`src/rtl/mlp_seq_ctrl.sv`:
```
// -----------------------------------------------------------------------------
// mlp_seq_ctrl
//
// Sequencer in front of the combinational Pendigits MLP. Features arrive one
// at a time over a valid/ready port and are packed into the MLP input vector.
// Once a full sample is loaded the vector is held for a programmable settle
// window so the MLP output can propagate, then the class index is captured and
// offered on a valid/ready result port. The next sample is only accepted after
// the result has been consumed.
//
// Parameters
//   NUM_A    : features per sample
//   WIDTH_A  : bits per feature
//   OUTWIDTH : bits of MLP class index
//   SETTLE   : cycles the vector is held before mlp_out is sampled (>= 1)
//   CNT_W    : width of the completed-result counter (MLP_SEQ_CNT_EN only)
//
// Optional feature
//   MLP_SEQ_CNT_EN : when defined, adds the sample_cnt output, a wrapping count
//                    of result handshakes (cleared only by rst).
//
// Ports
//   clk, rst            : clock, asynchronous active-high reset
//   flush               : synchronous abort of the current sample
//   in_valid/in_data    : feature stream in; in_ready high only while loading
//   inp                 : packed vector to MLP, feature i at bits
//                         [(i+1)*WIDTH_A-1 : i*WIDTH_A]
//   mlp_out             : class index returned by the MLP
//   res_valid/res_data  : captured class index out; res_ready from consumer
//   busy                : high unless idle in LOAD with slot index 0
//   sample_cnt          : completed-result count (MLP_SEQ_CNT_EN only)
// -----------------------------------------------------------------------------
module mlp_seq_ctrl #(
  parameter int NUM_A    = 16,
  parameter int WIDTH_A  = 4,
  parameter int OUTWIDTH = 4,
  parameter int SETTLE   = 8
`ifdef MLP_SEQ_CNT_EN
  ,
  parameter int CNT_W    = 16
`endif
) (
  input  logic                       clk,
  input  logic                       rst,
  input  logic                       flush,
  input  logic                       in_valid,
  input  logic [WIDTH_A-1:0]         in_data,
  output logic                       in_ready,
  output logic [NUM_A*WIDTH_A-1:0]   inp,
  input  logic [OUTWIDTH-1:0]        mlp_out,
  output logic                       res_valid,
  output logic [OUTWIDTH-1:0]        res_data,
  input  logic                       res_ready,
  output logic                       busy
`ifdef MLP_SEQ_CNT_EN
  ,
  output logic [CNT_W-1:0]           sample_cnt
`endif
);

  localparam int IDX_W = (NUM_A  > 1) ? $clog2(NUM_A)  : 1;
  localparam int SET_W = (SETTLE > 1) ? $clog2(SETTLE) : 1;

  localparam logic [IDX_W-1:0] LAST_IDX    = IDX_W'(NUM_A - 1);
  localparam logic [SET_W-1:0] SETTLE_LOAD = SET_W'(SETTLE - 1);

  typedef enum logic [1:0] {
    ST_LOAD   = 2'd0,
    ST_SETTLE = 2'd1,
    ST_DONE   = 2'd2
  } state_t;

  state_t                     r_state;
  state_t                     w_next_state;

  logic [IDX_W-1:0]           r_idx;
  logic [SET_W-1:0]           r_settle;
  logic [NUM_A*WIDTH_A-1:0]   r_inp;
  logic [OUTWIDTH-1:0]        r_res_data;

  logic                       w_accept;   // feature written this cycle
  logic                       w_last;     // accept of the final slot
  logic                       w_capture;  // sample mlp_out this cycle
  logic                       w_res_hs;   // result consumed this cycle

  // ---------------------------------------------------------------------------
  // State register
  // ---------------------------------------------------------------------------
  // NOTE: sequential state uses non-blocking assignments so every flop samples
  // the pre-edge values of its neighbours, matching the hardware.
  always_ff @(posedge clk or posedge rst) begin
    if (rst) begin
      r_state <= ST_LOAD;
    end else begin
      r_state <= w_next_state;
    end
  end

  // ---------------------------------------------------------------------------
  // Next-state and handshake decode
  // ---------------------------------------------------------------------------
  // NOTE: every signal written here gets a default first; a path that leaves
  // one unassigned would infer a latch.
  always_comb begin
    w_next_state = r_state;
    w_accept     = 1'b0;
    w_last       = 1'b0;
    w_capture    = 1'b0;
    w_res_hs     = 1'b0;
    in_ready     = 1'b0;
    res_valid    = 1'b0;

    unique case (r_state)
      ST_LOAD: begin
        in_ready = 1'b1;
        // A feature arriving together with flush is dropped.
        w_accept = in_valid & ~flush;
        if (w_accept && (r_idx == LAST_IDX)) begin
          w_last       = 1'b1;
          w_next_state = ST_SETTLE;
        end
      end

      ST_SETTLE: begin
        if (r_settle == '0) begin
          w_capture    = ~flush;
          w_next_state = ST_DONE;
        end
      end

      ST_DONE: begin
        res_valid = 1'b1;
        if (res_ready) begin
          w_res_hs     = ~flush;
          w_next_state = ST_LOAD;
        end
      end

      default: begin
        w_next_state = ST_LOAD;
      end
    endcase

    // Flush overrides every transition, including a coincident handshake.
    if (flush) begin
      w_next_state = ST_LOAD;
    end
  end

  // Idle means waiting for the first feature of a fresh sample.
  assign busy = !((r_state == ST_LOAD) && (r_idx == '0));

  // ---------------------------------------------------------------------------
  // Datapath: slot index, settle counter, packed vector, result register
  // ---------------------------------------------------------------------------
  // NOTE: the packed vector is a plain register bank, not a RAM, and is reset
  // because the MLP input must read as zero straight out of reset.
  always_ff @(posedge clk or posedge rst) begin
    if (rst) begin
      r_idx      <= '0;
      r_settle   <= '0;
      r_inp      <= '0;
      r_res_data <= '0;
    end else if (flush) begin
      // Vector and last result are deliberately kept across a flush.
      r_idx    <= '0;
      r_settle <= '0;
    end else begin
      if (w_accept) begin
        for (int i = 0; i < NUM_A; i++) begin
          if (r_idx == IDX_W'(i)) begin
            r_inp[i*WIDTH_A +: WIDTH_A] <= in_data;
          end
        end
        r_idx <= w_last ? '0 : r_idx + 1'b1;
      end

      // Loading SETTLE-1 and capturing on the zero cycle places the capture
      // exactly SETTLE edges after the final accept.
      if (w_last) begin
        r_settle <= SETTLE_LOAD;
      end else if ((r_state == ST_SETTLE) && (r_settle != '0)) begin
        r_settle <= r_settle - 1'b1;
      end

      if (w_capture) begin
        r_res_data <= mlp_out;
      end
    end
  end

  assign inp      = r_inp;
  assign res_data = r_res_data;

`ifdef MLP_SEQ_CNT_EN
  // ---------------------------------------------------------------------------
  // Completed-result counter; wraps naturally, unaffected by flush.
  // ---------------------------------------------------------------------------
  logic [CNT_W-1:0] r_sample_cnt;

  always_ff @(posedge clk or posedge rst) begin
    if (rst) begin
      r_sample_cnt <= '0;
    end else if (w_res_hs) begin
      r_sample_cnt <= r_sample_cnt + 1'b1;
    end
  end

  assign sample_cnt = r_sample_cnt;
`endif

endmodule
```
`config.mk`:
```
export PLATFORM = sky130hd
export DESIGN_NAME = mlp_seq_ctrl
export DESIGN_NICKNAME = d
export VERILOG_FILES = /design/src/rtl/mlp_seq_ctrl.sv
export SDC_FILE = /design/constraint.sdc
export NUM_CORES = 1
export LEC_CHECK = 0
export ABC_AREA = 1
export BUFFER_PORTS_ARGS = -buffer_cell sky130_fd_sc_hd__buf_2
export CAP_MARGIN = 20
export CORE_UTILIZATION = 50
export DETAILED_ROUTE_END_ITERATION = 12
export MAX_ROUTING_LAYER = met4
export PLACE_DENSITY_LB_ADDON = 0.3
export SLEW_MARGIN = 20
export SYNTH_ARGS = -nofsm -noshare
export SYNTH_HDL_FRONTEND = slang
export SYNTH_SLANG_ARGS = --single-unit
```
`constraint.sdc`:
```
create_clock -name clk -period 2.7 [get_ports clk]
set_input_delay 0.405 -clock clk [delete_from_list [all_inputs] [get_ports clk]]
set_output_delay 0.405 -clock clk [all_outputs]
set_load 0.005 [all_outputs]
```
# [Yosys cells after proc, flatten, opt, wreduce, memory -nomap -nowiden]
# Cells that the tools add are included.
[totals] regBits=77 input_bits=13 out_inout_bits=71 wordCells=90
[op_classes] addsub=2 n_eq_ne=20 muxes=18 bitwise=2 reduce_logical=28
[op_table] operator="3-bit AND reduction" n=17
[op_table] operator="4-bit == test, second input constant" n=8
[op_table] operator="4-bit by 3-bit == test with 1-bit output, second input constant" n=4
[op_table] operator="4-bit two-way mux" n=3
[op_table] operator="3-bit two-way mux" n=3
[op_table] operator="3-bit != test, second input constant" n=3
[op_table] operator="4-bit by 2-bit == test with 1-bit output, second input constant" n=2
[op_table] operator="2-bit two-way mux" n=4
[op_table] operator="1-bit two-way mux" n=7
[op_table] operator="2-bit one-hot mux with 3 select lines" n=1
[op_table] operator="3-bit nonzero test" n=2
[op_table] operator="4-bit by 1-bit adder with 4-bit output, second input constant" n=1
[op_table] operator="4-bit by 1-bit == test with 1-bit output, second input constant" n=1
[op_table] operator="4-bit logical NOT" n=1
[op_table] operator="1-bit logical AND" n=3
[op_table] operator="3-bit logical NOT" n=1
[op_table] operator="3-bit by 1-bit subtractor with 3-bit output, second input constant" n=1
[op_table] operator="2-bit by 1-bit == test with 1-bit output, second input constant" n=1
[op_table] operator="2-bit == test, second input constant" n=1
[op_table] operator="2-bit logical NOT" n=1
[op_table] operator="2-bit AND reduction" n=1
[op_table] operator="2-bit nonzero test" n=1
[op_table] operator="1-bit bitwise AND" n=1
[op_table] operator="1-bit logical NOT" n=1
[op_table] operator="1-bit inverter" n=1

# [Depth between registers and ports, before layout]
[logic_depth] ltp_word=8 depth_mapped=8 mapped_depth_nobuf=8

# [Least setup slack after synthesis]
# OpenSTA, ideal clock, no wires.
[synth_path] kind="reg-to-reg" startpoint="reg r_idx[0]" endpoint="reg r_settle[1]" setup_ns=0.118 arrival_time_ns=1.205 required_time_ns=2.582 setup_slack_ns=1.377 stages_incl_launch_ff=8 path_buffers=1 period_less_slack_ns=1.323 path_cell_list="dfrtp_1 > ha_1 > nand2_1 > nor2_1 > nand2_1 > buf_2 > nand4_1 > nand2_1"
[synth_via] elab_chain_cells=6 word_cells_on_any_way=7 cone_classes="eq/ne: 1; mux: 4; reduce/logical: 2"
[synth_rtl] element="start, declared" line="76" rtl="logic [IDX_W-1:0] r_idx;"
[synth_rtl] element="start signal, assigned" line="175" rtl="r_idx <= w_last ? '0 : r_idx + 1'b1;"
[synth_rtl] element="4-bit == test *" line="118" rtl="if (w_accept && (r_idx == LAST_IDX)) begin"
[synth_rtl] element="1-bit logical AND *" line="118"
[synth_rtl] element="1-bit two-way mux *" line="118"
[synth_rtl] element="1-bit two-way mux *" line="113" rtl="unique case (r_state)"
[synth_rtl] element="3-bit two-way mux" line="180" rtl="if (w_last) begin"
[synth_rtl] element="3-bit two-way mux" line="164" rtl="end else if (flush) begin"
[synth_rtl] element="end signal, assigned" line="183" rtl="r_settle <= r_settle - 1'b1;"
[synth_rtl] element="end, declared" line="77" rtl="logic [SET_W-1:0] r_settle;"
# Mark *: on every way between the ends. The rest lies on a longest branch, timed or not.
# A chain may end at the register's enable or synchronous reset.

# [Worst setup path in the final report]
[layout_path] startpoint="reg r_idx[3]" endpoint="out busy"
[layout_via] elab_chain_cells=3
[layout_rtl] element="4-bit logical NOT" line="151" rtl="assign busy = !((r_state == ST_LOAD) && (r_idx == '0));"
[layout_rtl] element="1-bit logical AND" line="151"
[layout_rtl] element="1-bit logical NOT" line="151"
[layout_rtl] element="end, declared" line="54" rtl="output logic busy"
# Every way passes these cells.

==> out/qor.csv <==
metric,value,unit
outcome,"complete, no violations",
max_cap_viol_count,0,
postSynthCellCount,379,
yosysSeqAreaShare,0.585,
crit_arrival,1670,ps
grt_pass1_wl,12500,um
wire_per_inst,13.5,um
clkSlewWorstSetupHoldPaths,70,ps
hold_buffers,0,
start_kind,flop,
grt_start_max_net_pins,44,
drive_gt1_frac,0.233,
cp-end-kind,primary output,
slowest_delay,460,ps
yosysMostFrequentCell,nand2_1,
routed_wl,7370,um
crit_chain,nor2_1 -> inv_1 -> nor2_1 -> nand2_1 -> buf_2,
synth_seq_cells,77,
cts_tree,done,
gp_congestion,0.946,
syn_avg_cell_area,8.69,um^2
cts_post_setup_buffers_inserted,0,
diodes,0,
syn_nets,398,
yosysUniqueCellTypes,20,
vias,2767,
globalRouteOverflowTotal,0,
synth-warning-count,0,
synth_ff_type,dfrtp_1,
cts_buffers,9,
ctsRootBufferMaster,clkbuf_8,
path_buf_inv,2,
crit_required,2300,ps
synthSimpleGateAreaFrac,0.295,
synth_top_family_by_area,simple AND/OR/NAND/NOR gates,
muxShareOfSynthArea,0,
skew,8.57,ps
leakage,2.34,nW
grt_pass1_vias,2549,
hold_viol,0,
power_density,615,mW/mm^2
finalNetCount,482,
peakVddDrop,378,uV
drt_pass1_iterations,4,
initial_core_util,0.519,
slowest_stage,dfrtp_1,
hpwlAfterDp,5120,um
synth_compound_area_frac,0.0426,
clkLatencyLatePin,350,ps
finalInstanceArea,0.00397,mm^2
die_w,83.2,um
timing.slew.headroom,0.478,
finalSetupTns,0,ps
rows,29,
setup_viol,0,
grt_antenna_before_repair,0,
synth_top_area_frac,0.585,
cp_common_cell,nor2_1,
rsz0062_at_grt,false,
synth_area_leaders,"dfrtp_1 (59%), nand2_1 (18%), nand3_1 (5.5%)",
synthXorXnorAreaFrac,0.00532,
syn_area,0.00329,mm^2
period_minus_slack,2070,ps
fmax,482,MHz
routed_via_density,5.08,
post_cts_resize_count,0,
clock_sinks,77,
worst_pin_slew,782,ps
critical_path.top_delay_family,simple AND/OR/NAND/NOR gates,
ys_async_sr_fraction,1.00,
worstPathMaxFanout,6,
drc,0,
first_iter_violations,279,
maxSlewViolCount,0,
min_period_over_period,0.768,
synth-edff-count,0,
cts.path.max_buffers,2,
io_pins,84,
placed_cell_area,0.00377,mm^2
yosysTopAreaCell,dfrtp_1,
coreArea,0.00635,mm^2
ff2ff_setup_slack,1070,ps
area_growth,20.6,%
grt_util_all_layers,0.237,
drtAntennaViolNets,0,
hp-class,input pin to async pin,
htreeDepth,3,
die_area,0.00691,mm^2
dieHeight,83.2,um
synth_fa_ha_area_frac,0.0228,
path_class,flop to primary output,
port_buffers,83,
synthTopCellsByCount,"nand2_1 (160), dfrtp_1 (77), nand3_1 (36)",
## cell usage in the layout (no fill, tap or decap), drive strengths merged, types with 4 or more instances in the layout
| cell type | n |
|---|---|
| nand2 | 161 |
| buf | 84 |
| dfrtp | 77 |
| nand3 | 37 |
| inv | 28 |
| o21ai | 28 |
| nor2 | 19 |
| clkbuf | 13 |
| ha | 6 |
| nand4 | 5 |
| nor3 | 4 |
## registers in the layout (all words and copies together) (netlist names)
name,count
r_idx,4
inp,64
r_state,2
r_settle,3
res_data,4
## kinds of logic after synthesis
| group | Yosys count |
|---|---|
| AND/OR/NAND/NOR | 227 |
| buffers and inverters | 39 |
| AO/OA/AOI/OAI | 28 |
| adder cells (fa/ha/maj) | 6 |
| XOR/XNOR | 2 |
| flip-flops | 77 |
## where the power goes
group          switching (W)  internal, W  total, W
Sequential         0.0000480      0.00124   0.00129
Clock               0.000412     0.000479  0.000891
Combinational       0.000157     0.000110  0.000267
Total               0.000617      0.00183   0.00244
## metrics by stage
| stage | utilization | std cells | power [W] | hold WS [ps] | setup WS, ps |
|---|---|---|---|---|---|
| final | 0.625 | 545 | 0.00244 | 198 | 626 |
| after detailed placement | 0.593 | 529 | 0.00158 | 456 | 995 |
| after global placement | 0.593 | 529 | 0.00157 | 451 | 1000 |
| after CTS | 0.625 | 545 | 0.00246 | 217 | 595 |
| after floorplan | - | 379 | 0.00144 | 465 | 328 |
| after global routing | 0.625 | 545 | 0.00256 | 264 | 520 |
## final cells by class
class / count / area (um^2)
inverter: 28 / 105
multi-input combinational: 263 / 1200
fill: 539 / 2380
tap: 77 / 96.3
timing repair buffer: 84 / 435
clock inverter: 3 / 43.8
sequential: 77 / 1930
clock buffer: 13 / 159
## routing by layer
| metal | GRT usage | part of all wire | routed length, um |
|---|---|---|---|
| met1 | 0.321 | 0.44 | 3250 |
| met2 | 0.353 | 0.49 | 3580 |
| met3 | 0.0497 | 0.063 | 462 |
| met4 | 0.0925 | 0.011 | 84 |
| met5 | - | 0 | 0 |
## worst paths after layout
check | startpoint | endpoint | cells past startpoint
worst max register to register | r_idx[3] | inp[0] | 6
max in group asynchronous | rst | r_idx[0] | 3
worst max-delay path | r_idx[3] | busy | 5
min in group clk | res_ready | r_state[1] | 4
worst min-delay path | rst | r_state[0] | 2
worst min register to register | inp[18] | inp[18] | 2
Note: power is estimated with default switching activity, not from simulation.
